**src/rtl/wload_pkg.sv**
```systemverilog
// -----------------------------------------------------------------------------
// wload_pkg
// Shared definitions for the weight load sequencer:
//   - wload_state_t : sequencer state encoding
//   - FIELD_W       : width of one per-layer field in the packed parameters
//   - PARAM_VEC_W   : widest packed parameter vector field_at() accepts
//   - field_at()    : extracts field <idx> from a packed per-layer parameter
// No ports (package).
// -----------------------------------------------------------------------------
package wload_pkg;

    localparam int FIELD_W     = 16;
    localparam int PARAM_VEC_W = 256;

    typedef enum logic [2:0] {
        IDLE   = 3'd0,
        LD_W   = 3'd1,
        LD_B   = 3'd2,
        LD_C   = 3'd3,
        LD_SUM = 3'd4,
        DONE   = 3'd5
    } wload_state_t;

    // Layer 0 sits in the least significant field of the packed vector.
    function automatic logic [FIELD_W-1:0] field_at(input logic [PARAM_VEC_W-1:0] vec,
                                                    input int idx);
        return vec[idx*FIELD_W +: FIELD_W];
    endfunction

endpackage

```
**src/rtl/wload_px_gate.sv**
```systemverilog
// -----------------------------------------------------------------------------
// wload_px_gate
// Pixel path gate between the pixel source and the conv model. Pixels only
// pass once parameters are loaded and while the model FIFO can take them.
// Ports:
//   load_done  in   1      parameters loaded, pixel path may open
//   fifo_rd_en in   1      model input-FIFO read permission
//   px_data    in   PIX_W  pixel source data
//   px_valid   in   1      pixel source valid
//   px_ready   out  1      pixel source ready
//   i_data     out  PIX_W  pixel data to model
//   i_valid    out  1      pixel valid to model
// -----------------------------------------------------------------------------
module wload_px_gate #(
    parameter int PIX_W = 16
) (
    input  logic             load_done,
    input  logic             fifo_rd_en,
    input  logic [PIX_W-1:0] px_data,
    input  logic             px_valid,
    output logic             px_ready,
    output logic [PIX_W-1:0] i_data,
    output logic             i_valid
);

    assign px_ready = load_done & fifo_rd_en;
    assign i_valid  = px_valid & px_ready;
    assign i_data   = px_data;

endmodule

```
**src/rtl/weight_load_seq.sv**
```systemverilog
// -----------------------------------------------------------------------------
// weight_load_seq
// Streams parameter words into the conv model. Each layer receives NW weight
// words, NB bias words and one coefficient word at addresses
// base+0.., base+NW.., base+NW+NB. After the last layer the pixel path opens.
//
// Optional feature macro: WLOAD_CHECKSUM_EN
//   When defined, one trailer word follows the last coefficient. It must equal
//   the 32-bit wrap-around sum of all earlier accepted words; otherwise the
//   sticky csum_err output is raised. The trailer is never written to the model.
//
// Ports:
//   clk, rst_n                      clock, asynchronous active-low reset
//   start                           begin a full load (ignored while busy)
//   s_wdata/s_wvalid/s_wready       32-bit parameter word stream
//   weight_wr_data/addr/en          write port into the model
//   busy                            load sequence in progress
//   load_done                       all layers loaded, pixel path open
//   layer_idx                       layer currently loading
//   csum_err                        checksum mismatch (WLOAD_CHECKSUM_EN only)
//   px_data/px_valid/px_ready       pixel source handshake
//   fifo_rd_en                      model input-FIFO read permission
//   i_data/i_valid                  pixels into the model
// -----------------------------------------------------------------------------
module weight_load_seq
    import wload_pkg::*;
#(
    parameter int NUM_LAYERS = 4,
    parameter int PIX_W      = 16,
    parameter logic [FIELD_W*NUM_LAYERS-1:0] LAYER_BASE = {16'd130, 16'd54, 16'd40, 16'd0},
    parameter logic [FIELD_W*NUM_LAYERS-1:0] LAYER_NW   = {16'd4, 16'd72, 16'd8, 16'd36},
    parameter logic [FIELD_W*NUM_LAYERS-1:0] LAYER_NB   = {16'd2, 16'd2, 16'd4, 16'd2},
    localparam int LAYER_W = (NUM_LAYERS > 1) ? $clog2(NUM_LAYERS) : 1
) (
    input  logic               clk,
    input  logic               rst_n,
    input  logic               start,
    input  logic [31:0]        s_wdata,
    input  logic               s_wvalid,
    output logic               s_wready,
    output logic [31:0]        weight_wr_data,
    output logic [31:0]        weight_wr_addr,
    output logic               weight_wr_en,
    output logic               busy,
    output logic               load_done,
    output logic [LAYER_W-1:0] layer_idx,
`ifdef WLOAD_CHECKSUM_EN
    output logic               csum_err,
`endif
    input  logic [PIX_W-1:0]   px_data,
    input  logic               px_valid,
    output logic               px_ready,
    input  logic               fifo_rd_en,
    output logic [PIX_W-1:0]   i_data,
    output logic               i_valid
);

    // Empty weight or bias sections would break the count-to-last exits.
    for (genvar g = 0; g < NUM_LAYERS; g++) begin : g_param_chk
        if (LAYER_NW[g*FIELD_W +: FIELD_W] == '0) begin : g_nw_zero
            $error("weight_load_seq: LAYER_NW of layer %0d must be >= 1", g);
        end
        if (LAYER_NB[g*FIELD_W +: FIELD_W] == '0) begin : g_nb_zero
            $error("weight_load_seq: LAYER_NB of layer %0d must be >= 1", g);
        end
    end

    localparam logic [LAYER_W-1:0] LAST_LAYER = LAYER_W'(NUM_LAYERS - 1);

    wload_state_t         state, state_nx;
    logic [LAYER_W-1:0]   layer, layer_nx;
    logic [FIELD_W-1:0]   cnt, cnt_nx;
    logic [FIELD_W-1:0]   cur_base, cur_nw, cur_nb, offset;
    logic                 accept;
    logic                 write_now;
    logic                 start_go;

    // Stream is only open while a load state is waiting for words.
    always_comb begin
        s_wready = 1'b0;
        case (state)
            LD_W, LD_B, LD_C: s_wready = 1'b1;
`ifdef WLOAD_CHECKSUM_EN
            LD_SUM:           s_wready = 1'b1;
`endif
            default:          s_wready = 1'b0;
        endcase
    end

    assign accept    = s_wvalid & s_wready;
    assign write_now = accept & (state != LD_SUM);
    // busy also covers the one cycle after the final write, so a start there is ignored.
    assign start_go  = start & ~busy & ((state == IDLE) | (state == DONE));

    // Current layer's address map and the offset of the word being accepted.
    always_comb begin
        cur_base = field_at(PARAM_VEC_W'(LAYER_BASE), int'(layer));
        cur_nw   = field_at(PARAM_VEC_W'(LAYER_NW), int'(layer));
        cur_nb   = field_at(PARAM_VEC_W'(LAYER_NB), int'(layer));
        offset   = '0;
        case (state)
            LD_W:    offset = cnt;
            LD_B:    offset = cur_nw + cnt;
            LD_C:    offset = cur_nw + cur_nb;
            default: offset = '0;
        endcase
    end

    // Next-state logic: each load state counts accepted words and leaves on the last one.
    always_comb begin
        state_nx = state;
        layer_nx = layer;
        cnt_nx   = cnt;
        case (state)
            IDLE, DONE: begin
                if (start_go) begin
                    state_nx = LD_W;
                    layer_nx = '0;
                    cnt_nx   = '0;
                end
            end
            LD_W: begin
                if (accept) begin
                    if (cnt == cur_nw - 16'd1) begin
                        state_nx = LD_B;
                        cnt_nx   = '0;
                    end else begin
                        cnt_nx = cnt + 16'd1;
                    end
                end
            end
            LD_B: begin
                if (accept) begin
                    if (cnt == cur_nb - 16'd1) begin
                        state_nx = LD_C;
                        cnt_nx   = '0;
                    end else begin
                        cnt_nx = cnt + 16'd1;
                    end
                end
            end
            LD_C: begin
                if (accept) begin
                    cnt_nx = '0;
                    if (layer == LAST_LAYER) begin
`ifdef WLOAD_CHECKSUM_EN
                        state_nx = LD_SUM;
`else
                        state_nx = DONE;
`endif
                    end else begin
                        layer_nx = layer + 1'b1;
                        state_nx = LD_W;
                    end
                end
            end
            LD_SUM: begin
                if (accept) begin
                    state_nx = DONE;
                end
            end
            default: state_nx = IDLE;
        endcase
    end

    always_ff @(posedge clk or negedge rst_n) begin
        if (!rst_n) begin
            state <= IDLE;
            layer <= '0;
            cnt   <= '0;
        end else begin
            state <= state_nx;
            layer <= layer_nx;
            cnt   <= cnt_nx;
        end
    end

    // Write port is registered: accepted word appears one cycle later; addr/data hold otherwise.
    always_ff @(posedge clk or negedge rst_n) begin
        if (!rst_n) begin
            weight_wr_en   <= 1'b0;
            weight_wr_addr <= '0;
            weight_wr_data <= '0;
        end else begin
            weight_wr_en <= write_now;
            if (write_now) begin
                weight_wr_addr <= {16'd0, cur_base + offset};
                weight_wr_data <= s_wdata;
            end
        end
    end

    // busy trails the load states by one cycle at the end; load_done rises as busy falls.
    always_ff @(posedge clk or negedge rst_n) begin
        if (!rst_n) begin
            busy      <= 1'b0;
            load_done <= 1'b0;
        end else begin
            busy      <= start_go | (state == LD_W) | (state == LD_B) |
                         (state == LD_C) | (state == LD_SUM);
            load_done <= (state == DONE) & ~start_go;
        end
    end

    assign layer_idx = layer;

`ifdef WLOAD_CHECKSUM_EN
    logic [31:0] csum;

    // Running sum of data words; the trailer is compared against it, not added.
    always_ff @(posedge clk or negedge rst_n) begin
        if (!rst_n) begin
            csum     <= '0;
            csum_err <= 1'b0;
        end else if (start_go) begin
            csum     <= '0;
            csum_err <= 1'b0;
        end else if (accept) begin
            if (state == LD_SUM) begin
                if (s_wdata != csum) begin
                    csum_err <= 1'b1;
                end
            end else begin
                csum <= csum + s_wdata;
            end
        end
    end
`endif

    wload_px_gate #(
        .PIX_W(PIX_W)
    ) u_px_gate (
        .load_done (load_done),
        .fifo_rd_en(fifo_rd_en),
        .px_data   (px_data),
        .px_valid  (px_valid),
        .px_ready  (px_ready),
        .i_data    (i_data),
        .i_valid   (i_valid)
    );

endmodule

```
**config.mk**
```make
export PLATFORM = sky130hd
export DESIGN_NAME = weight_load_seq
export DESIGN_NICKNAME = d
export VERILOG_FILES = /design/src/rtl/wload_pkg.sv /design/src/rtl/wload_px_gate.sv /design/src/rtl/weight_load_seq.sv
export SDC_FILE = /design/constraint.sdc
export NUM_CORES = 1
export LEC_CHECK = 0
export ABC_AREA = 1
export CAP_MARGIN = 20
export CORE_ASPECT_RATIO = 0.5
export CORE_MARGIN = 4
export CORE_UTILIZATION = 40
export CTS_BUF_LIST = sky130_fd_sc_hd__clkbuf_8
export DETAILED_ROUTE_END_ITERATION = 8
export PLACE_DENSITY = 0.81
export SYNTH_ARGS = -nofsm -noshare
export SYNTH_HDL_FRONTEND = slang
export SYNTH_SLANG_ARGS = --single-unit
```
**constraint.sdc**
```tcl
create_clock -name clk -period 4.4 [get_ports clk]
set_input_delay 0.88 -clock clk [delete_from_list [all_inputs] [get_ports clk]]
set_output_delay 0.88 -clock clk [all_outputs]
set_load 0.01 [all_outputs]
```
==> out/results.ini <==
[routing]
vias = 4478
drt_iter0_markers = 415
antenna_left = 0
wl_mm = 12.7
drt_first_pass_iters = 5
wl_met2_mm = 5.62
drt-wirelength-per-cell_um = 14.0
met3_length_um = 938
avgViaCountPerCell = 4.95
remaining_drc_errors = 0
routed.top_layer = met4
met1Wirelength_mm = 5.92

[clock_network]
htreeDepth = 3
cts.repair.resized = 0
clk_pin_slew_ns = 0.09
cts_tree = yes
root_buffer = clkbuf_8
ctsLongestPathBuffers = 2
clkSinkCount = 72
clk_latency_ns = 0.37
cts_hold_buf = 0
cts_made_buffers = 9
cts_setup_buffers = 0

[worst_setup_path]
crit_path_max_incr_delay_ns = 0.59
crit_path_frequent_cell = nand2_1
worstPathCellList = nand2_1 > nor2_1 > o21ai_0 > ha_1 > fa_1 > inv_1 > nor2_1 > o32ai_1 > ha_1 > inv_1 > nor2_1 > nand3_1 > nand2_1 > nand2_1 > nand2_1 > nand2_1 > nand2_1 > nand2_1 > nor2_2 > nand3_1 > nand3_1 > nand2_1
path_class = flip-flop to flip-flop
end_kind = flip-flop
ff2ff_path_depth = 22
worst_setup_path_start_kind = flip-flop
required_ns = 4.66
cp_max_fo = 11
crit_path_top_delay_cell = dfrtp_1
arrival_ns = 4.12

[pwr]
p_per_area_nw_per_um2 = 568
combPwrFrac_pct = 52.5
p_int_w = 0.00185
p_sw_w = 0.00146
ir_worst_vdd_uv = 306
seqPwrFrac_pct = 30.5
p_clk_share_pct = 17.0
p_sw_share_pct = 44.1
power.leakage_nw = 2.89

[synthesis]
yosysSeqAreaShare_pct = 38.2
synth-seq-cells = 72
synth_area_per_cell_um2 = 7.05
yosysWarningCount = 0
syn-cell-area_um2 = 4720
yosysTopAreaCellShare_pct = 38.2
synth.area.top_cells = dfrtp_1, nand2_1, nand3_1, inv_1, buf_4
synth_top_area_cell = dfrtp_1
syn_inst = 669
synth.distinct_cells = 41

[sta]
relSlewSlack_pct = 38.3
period_minus_slack_ns = 3.86
setup_tns_ns = 0
setup_viol = 0
rsz0062_at_grt = no
tightest_slew_ns = 0.925
whs_ns = 0.476
report.final.slew_viol_count = 0
hold_violations = 0
finClkSkew_ns = 0.0196
finalCritPeriodShare_pct = 87.6
fmax_ghz = 0.259

[grt]
grt_start_max_net_pins = 73
overflow = 0
antenna_found_initial = 0
grt_pass1_wl_mm = 21.1
grtUsageTotal_pct = 18.9
grt_pass1_vias = 4240

[hold_path]
hold_class = flip-flop to flip-flop
hold_depth = 2

[run_status]
status = finished clean

[floorplanning]
io_pins = 142
rows = 27
start_util_pct = 41.9
core_um2 = 11200
fp.dieH_um = 84.8
dieArea_um2 = 13700
fp.dieW_um = 162

[placed_design]
place.gp.congestion = 0.924
dpl_cell_area_um2 = 5620
port_buffers = 93
hpwl_mm = 9.53

[cells_and_area]
diodes = 0
area_growth_pct = 23.3
drive_gt1_share_pct = 4.96
multi_input_area_um2 = 2360
n_fill_cell = 1057
nNetsFinal = 815
fin_area_um2 = 5820
seqCellArea_um2 = 1800

[job]
drv_cap = 0

## cells in the final DEF, fill, tap and decap left out, types with 4 or more instances in the layout
| master | n |
|---|---|
| o22ai_1 | 4 |
| nor3_1 | 9 |
| o21ai_0 | 30 |
| nand3_1 | 53 |
| clkdlybuf4s50_1 | 92 |
| inv_2 | 5 |
| buf_4 | 6 |
| nor2_2 | 4 |
| conb_1 | 16 |
| nor2_1 | 47 |
| dfrtp_1 | 72 |
| inv_1 | 69 |
| ha_1 | 18 |
| xnor2_1 | 5 |
| nand2_1 | 234 |
| nand4_1 | 10 |
| clkbuf_8 | 9 |
| xor2_1 | 7 |
| a21oi_1 | 14 |
## registers in the layout, indices dropped and copies added (netlist names)
signal          cells
cnt                16
state               3
load_done           1
busy                1
weight_wr_en        1
weight_wr_data     32
layer_idx           2
weight_wr_addr     16
## synthesized netlist by cell type (all sizes together)
library cell / count
a31o: 1
clkinv: 2
buf: 39
nand3: 54
nor4: 2
nand2: 235
o22ai: 4
o21ai: 34
nand3b: 2
xor2: 7
a2bb2oi: 1
conb: 1
a21o: 1
clkbuf: 13
dfrtp: 72
a21oi: 14
nor2: 52
or2: 3
o31ai: 2
ha: 18
o211ai: 2
fa: 2
nand4: 10
a211oi: 1
o32ai: 1
xnor2: 5
o21bai: 2
a21boi: 3
inv: 74
and2: 1
nor3: 9
a22oi: 2
## logic make-up (layout without fill, tap and decap cells)
group / count (synthesis) / count (layout) / synth area share (%)
other cells: 1 / 16 / 0.0795
simple gates: 368 / 368 / 32.5
flops: 72 / 72 / 38.2
buf+inv: 128 / 190 / 13.0
compound gates: 68 / 68 / 8.33
fa+ha+maj: 20 / 20 / 5.62
xor+xnor: 12 / 12 / 2.23
## critical path, delay by kind of cell (launching register included)
family,cells,cell delay (ns)
buf+inv,2,0.15
flops,1,0.59
simple gates,15,1.68
fa+ha+maj,3,0.90
compound gates,2,0.43
## final cells by class
cell class | count | share of cell area, %
clock buffer | 9 | 2.13
inverter | 76 | 4.90
multi-input combinational | 484 | 40.6
clock inverter | 7 | 1.33
tap | 159 | 3.42
sequential | 72 | 31.0
timing repair buffer | 98 | 16.6
## worst paths after layout
| kind | slack [ns] | endpoint | from |
|---|---|---|---|
| worst min register to register | 0.48 | weight_wr_data[1]$_DFFE_PN0P_ | weight_wr_data[1]$_DFFE_PN0P_ |
| worst min-delay path | 0.48 | weight_wr_data[1]$_DFFE_PN0P_ | weight_wr_data[1]$_DFFE_PN0P_ |
| worst max register to register | 0.54 | weight_wr_addr[15]$_DFFE_PN0P_ | state[0]$_DFFE_PN0P_ |
| worst max-delay path | 0.54 | weight_wr_addr[15]$_DFFE_PN0P_ | state[0]$_DFFE_PN0P_ |
| max in group asynchronous | 3.16 | weight_wr_data[30]$_DFFE_PN0P_ | rst_n |
| min in group asynchronous | 0.61 | cnt[0]$_DFFE_PN0P_ | rst_n |
## per-stage QoR
step | utilization (%) | std cells | worst slack, ns | total power (W)
2_1_floorplan | - | 684 | 1.04 | 0.00201
3_3_place_gp | 49.9 | 889 | 0.786 | 0.00270
3_5_place_dp | 49.9 | 889 | 0.619 | 0.00274
4_1_cts | 51.7 | 905 | 0.571 | 0.00331
5_1_grt | 51.7 | 905 | 0.0888 | 0.00356
6_report | 51.7 | 905 | 0.544 | 0.00331
## metal layers
| layer | up-vias | track usage [%] |
|---|---|---|
| met4 | 0 | 5.50 |
| met3 | 24 | 4.12 |
| met1 | 2043 | 26.1 |
| met2 | 189 | 30.0 |
| met5 | - | 0 |
| li1 | 2222 | - |
## power by group through the flow
stage	combinational, W	sequential (W)	clock, W
CTS	0.00173	0.00101	0.000567
floorplan	0.000932	0.00108	0
detailed placement	0.00172	0.00102	0
global placement	0.00169	0.00101	0
global route	0.00192	0.00104	0.000603
finish	0.00173	0.00101	0.000562
Note: power is estimated with default switching activity, not from simulation.
